`src/rtl/norm_pkg.sv`:
```
// Shared state and mode encodings for the sequential normalizer.
package norm_pkg;

    typedef enum logic {
        ST_IDLE,
        ST_SHIFT
    } state_e;

    localparam logic [1:0] MODE_LEFT  = 2'b00;
    localparam logic [1:0] MODE_RIGHT = 2'b01;
    localparam logic [1:0] MODE_ARITH = 2'b10;

endpackage

```
`src/rtl/norm_step.sv`:
```
// One normalization step: next shifted word and whether to stop now.
// Mode 10 uses redundant-sign-bit stopping only when SEQ_NORMALIZER_ARITH_EN is defined.
module norm_step
    import norm_pkg::*;
#(
    parameter int unsigned WIDTH = 8,
    parameter int unsigned CNT_W = $clog2(WIDTH)
) (
    input  logic [WIDTH-1:0] word_i,
    input  logic [1:0]       mode_i,
    input  logic [CNT_W-1:0] cnt_i,
    output logic [WIDTH-1:0] next_o,
    output logic             stop_o
);

    logic is_zero;
    assign is_zero = (word_i == '0);

`ifndef SEQ_NORMALIZER_ARITH_EN
    logic unused_cnt;
    assign unused_cnt = ^cnt_i;
`endif

    // Mode 11 and, in the default build, mode 10 fall through to left-logical.
    always_comb begin
        next_o = word_i << 1;
        stop_o = word_i[WIDTH-1] | is_zero;
        if (mode_i == MODE_RIGHT) begin
            next_o = word_i >> 1;
            stop_o = word_i[0] | is_zero;
        end
`ifdef SEQ_NORMALIZER_ARITH_EN
        else if (mode_i == MODE_ARITH) begin
            stop_o = (word_i[WIDTH-1] != word_i[WIDTH-2]) | is_zero |
                     (cnt_i == CNT_W'(WIDTH - 1));
        end
`endif
    end

endmodule

```
`src/rtl/seq_normalizer.sv`:
```
// Multi-cycle normalizer: shifts one bit per clock until normalized, reports word and count.
// Optional SEQ_NORMALIZER_ARITH_EN enables left-arithmetic normalization for mode 10.
module seq_normalizer
    import norm_pkg::*;
#(
    parameter int unsigned  WIDTH = 8,
    localparam int unsigned CNT_W = $clog2(WIDTH)
) (
    input  logic             clk,
    input  logic             rst,
    input  logic             start,
    input  logic [1:0]       mode,
    input  logic [WIDTH-1:0] din,
    output logic             busy,
    output logic             done,
    output logic [WIDTH-1:0] dout,
    output logic [CNT_W-1:0] shamt,
    output logic             zero
);

    state_e           state_q;
    logic [WIDTH-1:0] word_q;
    logic [CNT_W-1:0] cnt_q;
    logic [1:0]       mode_q;
    logic             busy_q, done_q, zero_q;
    logic [WIDTH-1:0] dout_q;
    logic [CNT_W-1:0] shamt_q;

    logic [WIDTH-1:0] word_d;
    logic             stop;

    norm_step #(
        .WIDTH (WIDTH),
        .CNT_W (CNT_W)
    ) u_step (
        .word_i (word_q),
        .mode_i (mode_q),
        .cnt_i  (cnt_q),
        .next_o (word_d),
        .stop_o (stop)
    );

    always_ff @(posedge clk) begin
        if (!rst) begin
            state_q <= ST_IDLE;
            word_q  <= '0;
            cnt_q   <= '0;
            mode_q  <= MODE_LEFT;
            busy_q  <= 1'b0;
            done_q  <= 1'b0;
            dout_q  <= '0;
            shamt_q <= '0;
            zero_q  <= 1'b0;
        end else begin
            case (state_q)
                ST_IDLE: begin
                    done_q <= 1'b0;
                    if (start) begin
                        word_q  <= din;
                        cnt_q   <= '0;
                        mode_q  <= mode;
                        busy_q  <= 1'b1;
                        state_q <= ST_SHIFT;
                    end
                end
                ST_SHIFT: begin
                    if (stop) begin
                        dout_q  <= word_q;
                        shamt_q <= cnt_q;
                        zero_q  <= (word_q == '0);
                        done_q  <= 1'b1;
                        busy_q  <= 1'b0;
                        state_q <= ST_IDLE;
                    end else begin
                        word_q <= word_d;
                        cnt_q  <= cnt_q + CNT_W'(1);
                    end
                end
                default: state_q <= ST_IDLE;
            endcase
        end
    end

    assign busy  = busy_q;
    assign done  = done_q;
    assign dout  = dout_q;
    assign shamt = shamt_q;
    assign zero  = zero_q;

endmodule

```
`config.mk`:
```
export PLATFORM = sky130hd
export DESIGN_NAME = seq_normalizer
export DESIGN_NICKNAME = d
export VERILOG_FILES = /design/src/rtl/norm_pkg.sv /design/src/rtl/norm_step.sv /design/src/rtl/seq_normalizer.sv
export SDC_FILE = /design/constraint.sdc
export NUM_CORES = 1
export LEC_CHECK = 0
export CAP_MARGIN = 20
export CORE_ASPECT_RATIO = 1.4
export CORE_MARGIN = 5
export CORE_UTILIZATION = 33
export CTS_CLUSTER_SIZE = 24
export DETAILED_ROUTE_END_ITERATION = 16
export GPL_TIMING_DRIVEN = 0
export HOLD_SLACK_MARGIN = 0.03
export PLACE_DENSITY_LB_ADDON = 0.12
export SKIP_CTS_REPAIR_TIMING = 1
export SLEW_MARGIN = 20
export SYNTH_ARGS = -nofsm -noshare
export SYNTH_HDL_FRONTEND = slang
export SYNTH_SLANG_ARGS = --single-unit
```
`constraint.sdc`:
```
create_clock -name clk -period 1.42 [get_ports clk]
set_input_delay 0.284 -clock clk [delete_from_list [all_inputs] [get_ports clk]]
set_output_delay 0.284 -clock clk [all_outputs]
set_load 0.01 [all_outputs]
```
# == Word level (Yosys, flattened, before mapping) ==
# Index checks and enable logic that the tools add are counted.
# classes
add_sub_neg,1
eq_ne,4
n_mux,16
bitwise_logic,3
reduce_logical,5
# op_table
cell,count
$mux W8,3
$pmux W8 S2,1
$logic_not A8 Y1,1
$reduce_and A2 Y1,4
$mux W1,6
$mux W3,2
$pmux W1 S2,3
$pmux W3 S2,1
$ne A2 B2 Y1 const B,2
$add A3 B1 Y3 const B,1
$eq A2 B1 Y1 const B,1
$ne A2 B1 Y1 const B,1
$or A1 B1 Y1,2
$not A1 Y1,1
# totals
regBits,28
input_bits,13
output_inout_bits,14
word_cells,38

# == Depth between registers and ports, before layout ==
# logic_depth
word_depth,5
mapped_depth,6
mapped_depth_nobuf,5

# == Cells and area by module ==
# From an unflattened synthesis, not the netlist that was laid out.
# unflattened
cells_unflattened,145
hier_area_um2,1403.8
# modules_own_cells
module,n_inst,cells_each,area_per_inst_um2,seq_area_each_um2
seq_normalizer,1,129,1244.9,560.5
norm_step,1,16,158.9,0.0

# == Worst setup path before layout ==
# No wires, ideal clock.
# synth_timing
path_type,register -> register
start,register mode_q[0]
end,register cnt_q[0]
setup_ns,0.115
arrival_ns,1.363
required_time_ns,1.305
path_slack_ns,-0.057
stages_incl_launch_ff,6
path_buffers,0
path_cell_list,dfxtp_1 > nor2b_4 > mux2i_4 > nand3_2 > and3_1 > o21a_1
# synth_between
elab_chain_cells,4
# synth_rtl
item,line,text
from (decl),seq_normalizer.sv:24,logic [1:0] mode_q;
from (signal assigned),seq_normalizer.sv:61,mode_q <= mode;
$eq A2 B1 Y1,norm_step.sv:28,if (mode_i == MODE_RIGHT) begin
$mux W1,norm_step.sv:28,
$ne A2 B2 Y1 (no line),--,
$reduce_and A2 Y1 (no line),--,
to (signal assigned),seq_normalizer.sv:76,cnt_q <= cnt_q + CNT_W'(1);
to (decl),seq_normalizer.sv:23,logic [CNT_W-1:0] cnt_q;
# Every way passes these cells.
# A chain may end at the register's enable or synchronous reset.

# == Worst setup path in the final report ==
# layout_timing
start,register word_q[6]
end,register word_q[0]
# layout_between
elab_chain_cells,5
elab_cells_between_ends,6
cone_classes,1 x eq/ne; 1 x mux; 2 x bitwise; 2 x reduce/logical
# layout_rtl
item,line,text
from (decl),seq_normalizer.sv:22,logic [WIDTH-1:0] word_q;
from (signal assigned),seq_normalizer.sv:59,word_q <= din;
from (signal assigned),seq_normalizer.sv:75,word_q <= word_d;
$logic_not A8 Y1 *,norm_step.sv:17,assign is_zero = (word_i == '0);
$or A1 B1 Y1 (on tied branches),"norm_step.sv:27, norm_step.sv:30",
$mux W1 *,norm_step.sv:28,
$ne A2 B2 Y1 (no line) *,--,
$reduce_and A2 Y1 (no line) *,--,
# Mark *: on every way between the ends. The rest lies on a longest branch, timed or not.

==> metrics.md <==
| Metric | Value |
|---|---|
| Fin nets | `185` |
| I/O pin count | `27` |
| Post-synth top flop | `dfxtp_1` |
| Hold path cells | `2` |
| CP Class | `flop to flop` |
| Delay-heaviest family, CP | `simple AND/OR/NAND/NOR gates` |
| Worst Path Arrival | `approximately 1.8 ns` |
| Routed vias/inst | `between 5 and 6` |
| Post-synthesis cell type count | `35` |
| Setup violators final | `23` |
| CP max stage delay | `0.37 ns` |
| First-pass GRT wire length | `5.29 mm` |
| Num CTS Buffers | `3` |
| Status | `finished with violations` |
| Hold Crit Class | `input pin to flop` |
| Routed WL | `3.38 mm` |
| RePlAce Congestion | `between 0.7 and 0.8` |
| Fill cells | `between 400 and 500` |
| Crit end category | `flop` |
| Initial antenna violation count | `0` |
| Worst Setup Start Kind | `flop` |
| # clock sinks | `28` |
| Syn_nets | `around 150` |
| Final worst path period need | `1.61 ns` |
| Fin worst setup slack | `-0.192 ns` |
| Buf+Inv Stages, Crit Path | `2` |
| Placed cell area | `0.00160 sq mm` |
| GRT Total Usage | `0.122` |
| Slowest cell on crit path | `dfxtp_2` |
| Die Area | `between 0.005 and 0.006 sq mm` |
| Worst Tran Pin Value | `approximately 0.42 ns` |
| Design Area, Final | `between 0.0015 and 0.002 sq mm` |
| Initial Util | `0.336` |
| Worst reg2reg startpoint | `word_q[6]` |
| Clock Path Buffers | `2` |
| Internal reg-to-reg setup slack | `-0.19 ns` |
| TritonCTS clock tree | `done` |
| Die extent in x | `62.9 um` |
| Worst skew pair latency | `between 0.2 and 0.3 ns` |
| Post-synth EDFFs | `0` |
| Clock Skews | `between 0.006 and 0.007 ns` |
| Share of layout cells above drive strength 1 | `0.259` |
| R2r worst-path depth | `7` |
| Hold Fails Final Rpt | `0` |
| Iteration-0 DRC Markers | `between 40 and 50` |
| RSZ-0062 raised after global routing | `true` |
| MaxCap Viol Count | `0` |
| Final period util | `1.14` |
| Yosys reg bits | `28` |
| Hold_sp | `rst` |
| Die height | `84.1 um` |
| Area growth syn-to-layout | `49.5%` |
| Yosys Warn Count | `0` |
| Post-synthesis sequential area ratio | `0.433` |
| Fmax | `between 600 and 700 MHz` |
| Inserted Diodes | `0` |
| CP Cell Sequence | `nor4_4 > nand2_2 > buf_4 > nand3_4 > buf_8 > o221ai_2 > and2_1` |
| Total grt overflow | `0` |
| Hold endpoint | `word_q[2]` |
| Residual DRC count | `0` |
| Slew margin rel. | `0.722` |
| Mean post-synth cell area | `a little under 10 sq um` |
| # rows | `27` |
| Routed WL per cell | `between 15 and 20 um` |
| Core ar. | `~0.0039 sq mm` |
| PortBufs | `25` |
| Cells after synthesis | `approximately 130` |
| Clock transition at path regs | `roughly 0.10 ns` |
| Pre-antenna DRT Iters | `4` |
| Maximum fanout along the worst path | `8` |
| DR vias | `around 1100` |
| Final Max Tran Viols | `0` |
| Failing checks | `setup timing` |
| Post-DP HPWL | `between 2 and 2.5 mm` |
| Largest net degree at the start of global routing | `17` |
| Post-synth design cell area | `between 0.001 and 0.0015 sq mm` |
| H-tree levels | `1` |
| Peak VDD IR | `~0.59 mV` |
| Total Power | `1.98 mW` |
| Power Density | `~1000 mW/mm^2` |
| Vias in the first global route | `about 1100` |
| P_leak | `between 0.9 and 1 nW` |
| Worst r2r dst | `word_q[0]` |
| FFs w/ async S/R, synth | `0` |
| CTS Root Buffer Type | `clkbuf_8` |
| Critical path required time | `between 1.5 and 2 ns` |
| Antenna Nets Post-Route | `0` |
## flip-flops by register name, indices dropped and copies added (netlist names)
register,flops
dout,8
word_q,8
cnt_q,3
shamt,3
mode_q,2
busy,1
done,1
state_q,1
zero,1
## report_power, final
| group | internal (mW) | leakage (nW) | switching (mW) |
|---|---|---|---|
| clock | 0.378 | 0.0357 | 0.269 |
| sequential | 0.829 | 0.231 | 0.0495 |
| combinational | 0.258 | 0.660 | 0.200 |
## worst register-to-register path: cells and delay by family, from the launching register on
family / cells / cell delay (ns)
compound gates: 1 / 0.08
buf+inv: 2 / 0.32
flops: 1 / 0.37
simple gates: 4 / 0.74
## synth_stat cells (3+ instances only)
cell type	n	share of area
a21boi_0	9	0.052
a2bb2oi_1	6	0.041
clkbuf_1	4	0.012
dfxtp_1	28	0.43
inv_1	3	0.0087
mux2i_1	16	0.12
nand2_1	9	0.026
nand3_1	7	0.027
nor2_1	4	0.012
nor2b_1	10	0.048
o21ai_0	3	0.012
## worst max-delay path by stage
stage	startpoint	to	slack, ns	depth (start not counted)
after detailed placement	start	mode_q[0]	-0.34	5
after floorplan	mode_q[0]	cnt_q[0]	-0.06	5
after global routing	word_q[2]	word_q[2]	-0.30	7
after global placement	word_q[2]	word_q[0]	-0.31	6
after CTS	mode_q[0]	word_q[0]	-0.34	6
final	word_q[6]	word_q[0]	-0.19	7
## layout by cell type (no fill, tap or decap), types with 3 or more instances in the layout
cell type	netlist	layout
nand3_1	7	5
a2bb2oi_1	6	6
nor2_1	4	4
o21ai_0	3	3
clkbuf_1	4	3
a21boi_1	2	5
clkdlybuf4s50_1	0	11
nand2_1	9	8
nor2b_1	10	10
dfxtp_1	28	21
a21boi_2	0	3
clkbuf_8	0	3
inv_1	3	3
a21boi_0	9	3
mux2i_1	16	15
dfxtp_2	0	7
buf_4	0	6
dlymetal6s2s_1	0	14
buf_6	1	3
## metal layers
metal,share of wire,routed length [um],vias up,global-route usage
li1,-,-,540,-
met3,0.046,155,7,0.0283
met4,0.023,76,0,0.0521
met2,0.47,1600,26,0.201
met1,0.46,1550,522,0.149
met5,0,0,-,0
## cells by family after synthesis
group,count (synthesis),synth area share
AND/OR/NAND/NOR,44,0.192
adder cells (fa/ha/maj),1,0.00966
XOR/XNOR,1,0.00676
multiplexers,17,0.141
AO/OA/AOI/OAI,28,0.166
buffers and inverters,12,0.0512
flip-flops,28,0.433
## per-stage QoR
| stage | utilization | setup WS, ns | TNS (ns) | instances | hold WS (ns) |
|---|---|---|---|---|---|
| floorplan | - | -0.0573 | -0.591 | 131 | 0.429 |
| global placement | 0.416 | -0.309 | -6.96 | 199 | 0.443 |
| detailed placement | 0.416 | -0.338 | -7.20 | 199 | 0.447 |
| CTS | 0.434 | -0.340 | -7.23 | 203 | 0.402 |
| global route | 0.503 | -0.301 | -6.02 | 213 | 0.405 |
| finish | 0.503 | -0.192 | -3.41 | 213 | 0.404 |
## layout make-up
cell class / count / area, sq um / share of cell area
clock inverter: 1 / 30.0 / 0.0155
tap: 43 / 53.8 / 0.0278
inverter: 3 / 11.3 / 0.00582
sequential: 28 / 569 / 0.294
timing repair buffer: 35 / 403 / 0.208
buffer: 9 / 75.1 / 0.0388
multi-input combinational: 91 / 752 / 0.388
clock buffer: 3 / 41.3 / 0.0213
No activity file was read; power rests on OpenSTA's default activity.
==> RTL change, RTL diff (config.mk and constraints unchanged) <==
`WIDTH` is set to 8 in 2 places; all go to 16.
--- a/src/rtl/norm_step.sv
+++ b/src/rtl/norm_step.sv
@@ -3,7 +3,7 @@
 module norm_step
     import norm_pkg::*;
 #(
-    parameter int unsigned WIDTH = 8,
+    parameter int unsigned WIDTH = 16,
     parameter int unsigned CNT_W = $clog2(WIDTH)
 ) (
     input  logic [WIDTH-1:0] word_i,
--- a/src/rtl/seq_normalizer.sv
+++ b/src/rtl/seq_normalizer.sv
@@ -3,7 +3,7 @@
 module seq_normalizer
     import norm_pkg::*;
 #(
-    parameter int unsigned  WIDTH = 8,
+    parameter int unsigned  WIDTH = 16,
     localparam int unsigned CNT_W = $clog2(WIDTH)
 ) (
     input  logic             clk,
Interface: changed (resized din, dout and shamt); port bits go from 27 to 44. No check against the original RTL was run, so the function may have changed too.
==> RTL change against the unedited design <==
- critical endpoint is now word_q[14]
- total power up 62%
- sequential cell count up 18
- largest cell class unchanged
- critical path type unchanged
- setup slack worse by 0.017 ns
- routed wire length up 84%
- core utilization down 2.0 points
- non-clock buffer count up 41
- final area up 72%
- critical path depth down 1
- the flow still finishes with violations (negative setup slack)
- area after synthesis up 78%
==> RTL change: results (changes against the unedited design) <==
| Metric | Value |
|---|---|
| Outcome | complete, but fails checks (unchanged) |
| Failing checks | negative setup slack (unchanged) |
| Pwr per Cell Area | 964 nW/um^2 (was 1030 nW/um^2) |
| Clock skew | 0.00391 ns (was 0.00675 ns) |
| Crit Path Max Fanout | 7 (was 8) |
| Worst Reg-to-Reg Cells | 6 (was 7) |
| Met1 WL | 2630 um (was 1550 um) |
| Final WS setup | -0.209 ns (was -0.192 ns) |
| Top cells by count, synth | mux2i_1 (51), dfxtp_1 (46), nand2_1 (44) (was dfxtp_1 (28), mux2i_1 (16), nor2b_1 (10)) |
| Met3 wire len | 220 um (was 155 um) |
| Most area-consuming cells after synthesis | dfxtp_1 (40%), mux2i_1 (22%), nand2_1 (7.2%) (was dfxtp_1 (43%), mux2i_1 (12%), a21boi_0 (5.2%)) |
| Share of layout cells above drive strength 1 | 22.8% (was 25.9%) |
| Final setup violation count | 42 (was 23) |
| RR Startpoint | word_q[4] (was word_q[6]) |
| M2 GR Usage | 25.0% (was 20.1%) |
| Worst skew pair latency | 0.30 ns (was 0.28 ns) |
| Placed insts | 376 (was 199) |
| Crit path max-delay cell type | dfxtp_4 (was dfxtp_2) |
| Post-synthesis cell type count | 39 (was 35) |
| Comb power | 0.000932 W (was 0.000458 W) |
| H-tree levels | 2 (was 1) |
| Vias per std cell | 4.82 (was 5.14) |
| Peak supply drop | 0.469 mV (was 0.587 mV) |
| Port-buffer cells | 43 (was 25) |
| HP Class | reg -> reg (was in -> reg) |
| Placer congestion estimate | 0.775 (was 0.715) |
| LEAKAGE | 1.70 nW (was 0.927 nW) |
| Placed cell areas | 2880 um^2 (was 1600 um^2) |
| Largest net degree at the start of global routing | 13 (was 17) |
RTL change: cell count changes after synthesis, moves of 4 or more:
cell and delta:
a21boi_0 -9, mux2i_1 +35, nor2b_1 -6, nand2_1 +35
dfxtp_1 +18, a2bb2oi_1 -6, a211o_1 +14, nor2_1 +16
clkbuf_1 +7, nor4_4 +4
RTL change: cells by family (layout without fill, tap and decap cells):
logic type	after synthesis	in the layout	share of synthesized area, %
buf+inv	21	94	4.99
mux	53	53	23.6
flops	46	46	39.9
fa+ha+maj	1	1	0.542
compound gates	28	28	10.3
simple gates	89	89	20.7
RTL change: worst max-delay path: cells and delay by family (launching register included):
family,cells,cell delay (ns)
compound gates,1,0.15
buf+inv,2,0.31
flops,1,0.36
mux,1,0.19
simple gates,2,0.53
RTL change: layout make-up:
cell class	count	area [um^2]
plain buffers	19	148
well taps	95	119
inverters	2	7.51
multi-input cells	171	1320
flip-flops and latches	46	933
clock buffers	7	76.3
repair buffers	66	726
fillers	674	3560
